$ cat src/rtl/exe_arbiter.sv
// Two-requester round-robin front end for a shared 1-cycle execution unit.
// One operation is in flight at a time: IDLE -> EXEC -> CAPT -> RESP -> IDLE.
module exe_arbiter #(
  parameter int ARG_BYTES = 4
) (
  input  logic                   i_clk,
  input  logic                   i_rst,
  input  logic [1:0]             i_req_valid,
  output logic [1:0]             o_req_ready,
  input  logic [3:0]             i_req_oper,
  input  logic [2*ARG_BYTES-1:0] i_req_argA,
  input  logic [2*ARG_BYTES-1:0] i_req_argB,
  output logic [1:0]             o_rsp_valid,
  input  logic [1:0]             i_rsp_ready,
  output logic [ARG_BYTES-1:0]   o_rsp_result,
  output logic [3:0]             o_rsp_status,
  output logic [1:0]             o_exe_oper,
  output logic [ARG_BYTES-1:0]   o_exe_argA,
  output logic [ARG_BYTES-1:0]   o_exe_argB,
  output logic                   o_exe_rsn,
  input  logic [ARG_BYTES-1:0]   i_exe_result,
  input  logic [3:0]             i_exe_status,
  output logic                   o_busy,
  output logic [7:0]             o_err_cnt
);

  typedef enum logic [1:0] {
    IDLE = 2'd0,
    EXEC = 2'd1,
    CAPT = 2'd2,
    RESP = 2'd3
  } state_t;

  state_t                 state_r;
  state_t                 state_s;
  logic                   grant_r;
  logic                   last_grant_r;
  logic                   grant_s;
  logic                   accept_s;
  logic                   rsp_hs_s;
  logic [1:0]             req_ready_s;
  logic [1:0]             oper_sel_s;
  logic [ARG_BYTES-1:0]   arg_a_sel_s;
  logic [ARG_BYTES-1:0]   arg_b_sel_s;
  logic [1:0]             exe_oper_r;
  logic [ARG_BYTES-1:0]   exe_arg_a_r;
  logic [ARG_BYTES-1:0]   exe_arg_b_r;
  logic                   exe_rsn_r;
  logic [ARG_BYTES-1:0]   rsp_result_r;
  logic [3:0]             rsp_status_r;
  logic [7:0]             err_cnt_r;

  // Round-robin pick: on contention the requester not served last wins.
  always_comb begin
    grant_s = 1'b0;
    if (i_req_valid == 2'b11) begin
      grant_s = ~last_grant_r;
    end else if (i_req_valid[1]) begin
      grant_s = 1'b1;
    end else begin
      grant_s = 1'b0;
    end
  end

  assign accept_s = (state_r == IDLE) && (|i_req_valid) && !i_rst;
  assign rsp_hs_s = (state_r == RESP) && i_rsp_ready[grant_r];

  // Ready is offered only to the chosen requester while idle.
  always_comb begin
    req_ready_s = 2'b00;
    if (accept_s) begin
      req_ready_s[grant_s] = 1'b1;
    end else begin
      req_ready_s = 2'b00;
    end
  end

  assign oper_sel_s  = grant_s ? i_req_oper[3:2] : i_req_oper[1:0];
  assign arg_a_sel_s = grant_s ? i_req_argA[2*ARG_BYTES-1:ARG_BYTES] : i_req_argA[ARG_BYTES-1:0];
  assign arg_b_sel_s = grant_s ? i_req_argB[2*ARG_BYTES-1:ARG_BYTES] : i_req_argB[ARG_BYTES-1:0];

  // Next-state logic.
  always_comb begin
    state_s = state_r;
    case (state_r)
      IDLE: begin
        if (accept_s) begin
          state_s = EXEC;
        end else begin
          state_s = IDLE;
        end
      end
      EXEC: state_s = CAPT;
      CAPT: state_s = RESP;
      RESP: begin
        if (rsp_hs_s) begin
          state_s = IDLE;
        end else begin
          state_s = RESP;
        end
      end
      default: state_s = IDLE;
    endcase
  end

  // State, operand, response and error-count registers; reset drops any op in flight.
  always_ff @(posedge i_clk) begin
    if (i_rst) begin
      state_r      <= IDLE;
      grant_r      <= 1'b0;
      last_grant_r <= 1'b1;
      exe_oper_r   <= 2'b00;
      exe_arg_a_r  <= '0;
      exe_arg_b_r  <= '0;
      exe_rsn_r    <= 1'b0;
      rsp_result_r <= '0;
      rsp_status_r <= 4'b0000;
      err_cnt_r    <= 8'd0;
    end else begin
      state_r   <= state_s;
      exe_rsn_r <= 1'b1;
      if (accept_s) begin
        grant_r     <= grant_s;
        exe_oper_r  <= oper_sel_s;
        exe_arg_a_r <= arg_a_sel_s;
        exe_arg_b_r <= arg_b_sel_s;
      end
      if (state_r == CAPT) begin
        rsp_result_r <= i_exe_result;
        rsp_status_r <= i_exe_status;
      end
      if (rsp_hs_s) begin
        last_grant_r <= grant_r;
        if (rsp_status_r[3] && (err_cnt_r != 8'hFF)) begin
          err_cnt_r <= err_cnt_r + 8'd1;
        end
      end
    end
  end

  assign o_req_ready  = req_ready_s;
  assign o_rsp_valid  = (state_r == RESP) ? (grant_r ? 2'b10 : 2'b01) : 2'b00;
  assign o_rsp_result = rsp_result_r;
  assign o_rsp_status = rsp_status_r;
  assign o_exe_oper   = exe_oper_r;
  assign o_exe_argA   = exe_arg_a_r;
  assign o_exe_argB   = exe_arg_b_r;
  assign o_exe_rsn    = exe_rsn_r;
  assign o_busy       = (state_r != IDLE);
  assign o_err_cnt    = err_cnt_r;

endmodule

$ cat config.mk
export PLATFORM = sky130hd
export DESIGN_NAME = exe_arbiter
export DESIGN_NICKNAME = d
export VERILOG_FILES = /design/src/rtl/exe_arbiter.sv
export SDC_FILE = /design/constraint.sdc
export NUM_CORES = 1
export LEC_CHECK = 0
export BUFFER_PORTS_ARGS = -buffer_cell sky130_fd_sc_hd__buf_2
export CORE_ASPECT_RATIO = 0.75
export CORE_UTILIZATION = 41
export DETAILED_ROUTE_END_ITERATION = 16
export PLACE_DENSITY = 0.74
export SYNTH_ARGS = -nofsm -noshare
export SYNTH_HDL_FRONTEND = slang
export SYNTH_SLANG_ARGS = --single-unit
$ cat constraint.sdc
create_clock -name i_clk -period 1.7 [get_ports i_clk]
set_clock_uncertainty 0.2 [all_clocks]
set_input_delay 0.51 -clock i_clk [delete_from_list [all_inputs] [get_ports i_clk]]
set_output_delay 0.51 -clock i_clk [all_outputs]
set_load 0.02 [all_outputs]
==> flow_summary_export.csv <==
group,metric,value,unit
run_status,status,"complete, but fails checks",
run_status,violations,"negative setup slack",
clock_network,cts_tree,"done",
layout,regArea,626,um^2
timing,fmax,0.514,GHz
pwr,p_int,1.29,mW
min_path,hold_class,"input pin to register",
worst_setup_path,reg2reg_from,"grant_r",
timing,slew_viol_final,0,
global_routing,grt_pass1_vias,1240,
layout,area_growth_syn_to_layout,45.6,%
die,start_util,45.0,%
worst_setup_path,worst-path-buf-inv,1,
pwr,p_sw,0.586,mW
layout,num_antenna_cells,0,
logic_synthesis,synth-seq-area-share,44.7,%
timing,tightest_slew,0.428,ns
pwr,p_leak,0.976,nW
worst_setup_path,endpoint,"o_req_ready[1]",
global_routing,grt_max_degree,26,
timing,min_period,1.95,ns
worst_setup_path,crit_slowest_cell,"dfxtp_2",
route,wl,3340,um
timing,tns,-0.784,ns
pwr,pwr-share-seq,44.3,%
logic_synthesis,async_flop_share,0,%
timing,worst_slack,-0.247,ns
worst_setup_path,r2r_slack,0.10,ns
worst_setup_path,worstRegToRegCells,5,
timing,post-route-period-util,115,%
worst_setup_path,crit_chain,"nor2_4 -> o21a_1 -> and3_4 -> buf_6",
worst_setup_path,worst-endpoint-required,0.99,ns
layout,layout_commonest_cell,"buf_2",
layout,final_net_count,265,
layout,layout_common_cells,"buf_2, dfxtp_1, nor2_1",
route,drt_first_iter_violations,75,
logic_synthesis,synth_flop_cell,"dfxtp_1",
layout,fillers,250,
route,wl_per_cell,12.4,um
pwr,ir_drop,0.522,mV
placement,dp.cells,259,
worst_setup_path,critPathLaunch,"state_r[1]",
route,dr_total_vias,1373,
route,viasPerCell,5.10,
worst_setup_path,path_class,"register to output pin",
pwr,finalPower,1.87,mW
logic_synthesis,synth_cell_types,37,
worst_setup_path,cp-end-kind,"output pin",
clock_network,cts_buffers,5,
logic_synthesis,avgSynthCellArea,9.51,um^2
die,num_rows,17,
logic_synthesis,yosysWarnings,0,
route,drc,0,
worst_setup_path,critPathMaxStageDelay,0.34,ns
pwr,netSwitchingFraction,31.3,%
layout,final_cells,269,
die,dieArea,0.00363,mm^2
timing,grt_setup_unrepaired,"true",
timing,hold_viol,0,
placement,port-buffer-count,65,
worst_setup_path,crit_path_start_kind,"register",
pwr,pwr-share-clk,30.3,%
worst_setup_path,r2r_end,"o_err_cnt[1]",
logic_synthesis,synthCells,146,
global_routing,grt_overflow,0,
clock_network,htreeDepth,2,
clock_network,cts_num_sinks,31,
logic_synthesis,synth_edf_count,0,
placement,gp_congestion,0.800,
global_routing,track_usage,19.9,%
clock_network,ctsHoldBuffers,0,
pwr,combPwrFrac,25.4,%
worst_setup_path,crit_cells,4,
worst_setup_path,critPathArrivalTime,1.24,ns
layout,multi_input_area,759,um^2
die,ios,66,
worst_setup_path,cp_top_family,"flip-flops",
die,fp.dieW,69.2,um
layout,post-route-util,65.6,%
placement,dp.final_hpwl,2440,um
clock_network,cts_buffer_depth,2,
die,core,0.00308,mm^2
timing,slew_headroom,71.4,%
clock_network,insertion_delay,0.28,ns
logic_synthesis,syn-num-nets,181,
route,first_pass_iters,4,
clock_network,clockRootBuffer,"clkbuf_8",
worst_setup_path,path_max_fanout,3,
run,cap_violations,0,
pwr,p_per_area,926,mW/mm^2
die,die_y,52.4,um
global_routing,grt_pass1_wl,5550,um
route,ant_nets,0,
clock_network,path_clk_slew,0.07,ns
timing,setup_viol,5,
logic_synthesis,synth-seq-cells,31,
global_routing,grt_antenna_before_repair,0,
logic_synthesis,syn-cell-area,0.00139,mm^2
layout,drive_gt1_share,48.1,%
## worst min-delay path, delay by kind of cell
kind / cells / cell delay [ns]
buffers and inverters: 1 / 0.08
and+or+nand+nor: 1 / 0.07
muxes: 1 / 0.05
## registers in the layout, indices dropped and copies added, names as in the netlist, 2 cells and up
register      cells
o_err_cnt         8
o_exe_argA        4
o_exe_argB        4
o_rsp_result      4
o_rsp_status      4
o_exe_oper        2
state_r           2
## how the worst min path moves through the flow
| stage | startpoint | to | slack, ns | cells past startpoint |
|---|---|---|---|---|
| finish | i_exe_result[0] | o_rsp_result[0] | 0.26 | 3 |
| global route | i_exe_result[3] | o_rsp_result[3] | 0.28 | 3 |
| CTS | i_exe_result[0] | o_rsp_result[0] | 0.26 | 3 |
| detailed placement | o_rsp_result[0] | o_rsp_result[0] | 0.28 | 2 |
| global placement | o_rsp_status[0] | o_rsp_status[0] | 0.28 | 2 |
| floorplan | grant_r | grant_r | 0.29 | 2 |
## metrics by stage
step                      setup WS [ns]  instance area, um^2  hold slack [ns]
after CTS                        -0.196                 1990            0.255
after global placement           -0.209                 1870            0.279
after global routing             -0.291                 2020            0.278
after floorplan                  -0.138                 1420            0.291
after detailed placement         -0.222                 1870            0.283
final                            -0.247                 2020            0.263
## power groups by stage
stage                     Combinational, mW  Sequential [mW]  Clock (mW)
final                                 0.475            0.831       0.567
after detailed placement              0.446            0.841           0
after global routing                  0.510            0.839       0.631
after floorplan                       0.219            0.904           0
after CTS                             0.463            0.829       0.585
after global placement                0.440            0.839           0
## kinds of logic after synthesis
kind of cell	Yosys count	share of synthesized area (%)
adder cells (fa/ha/maj)	1	0.901
AO/OA/AOI/OAI	29	14.7
XOR/XNOR	2	1.26
multiplexers	20	14.7
flip-flops	31	44.7
buffers and inverters	10	4.41
AND/OR/NAND/NOR	53	19.4
## final cells by class
class                           instances  share of cell area [%]
Clock buffer                            5                    3.40
Clock inverter                          3                   0.990
Inverter                                3                   0.557
Multi-Input combinational cell        105                    37.6
Sequential cell                        31                    30.9
Tap cell                               38                    2.35
Timing Repair Buffer                   84                    24.2
## repair_timing
| action | in CTS | in global routing |
|---|---|---|
| setup endpoints to repair | 5 | 7 |
| pin swaps | 4 | 2 |
| buffers inserted | 2 | 1 |
| gates resized for setup | 11 | 6 |
## synthesized netlist by cell type (2+ instances only)
cell,instances,area (um^2)
o21ai_1,2,10.0
a211oi_1,12,90.1
and3_1,3,18.8
clkbuf_1,2,7.51
a21oi_1,6,30.0
buf_2,2,10.0
nor3_2,2,20.0
nand3_1,3,15.0
nand2_1,6,22.5
nor3_1,4,20.0
a31oi_1,2,12.5
nor2_1,26,97.6
mux2i_1,19,190
dfxtp_1,31,621
inv_1,3,11.3
o21ai_0,2,10.0
## routing by layer
layer  wire length, um  part of all wire (%)  up-vias  global-route usage (%)
met2              1450                    43       47                    31.1
met4                41                   1.2        0                    9.18
met5                 0                     0        -                       0
met3               197                   5.9        7                    7.12
li1                  -                     -      692                       -
met1              1660                    50      627                    24.9
No activity file was read; power rests on OpenSTA's default activity.
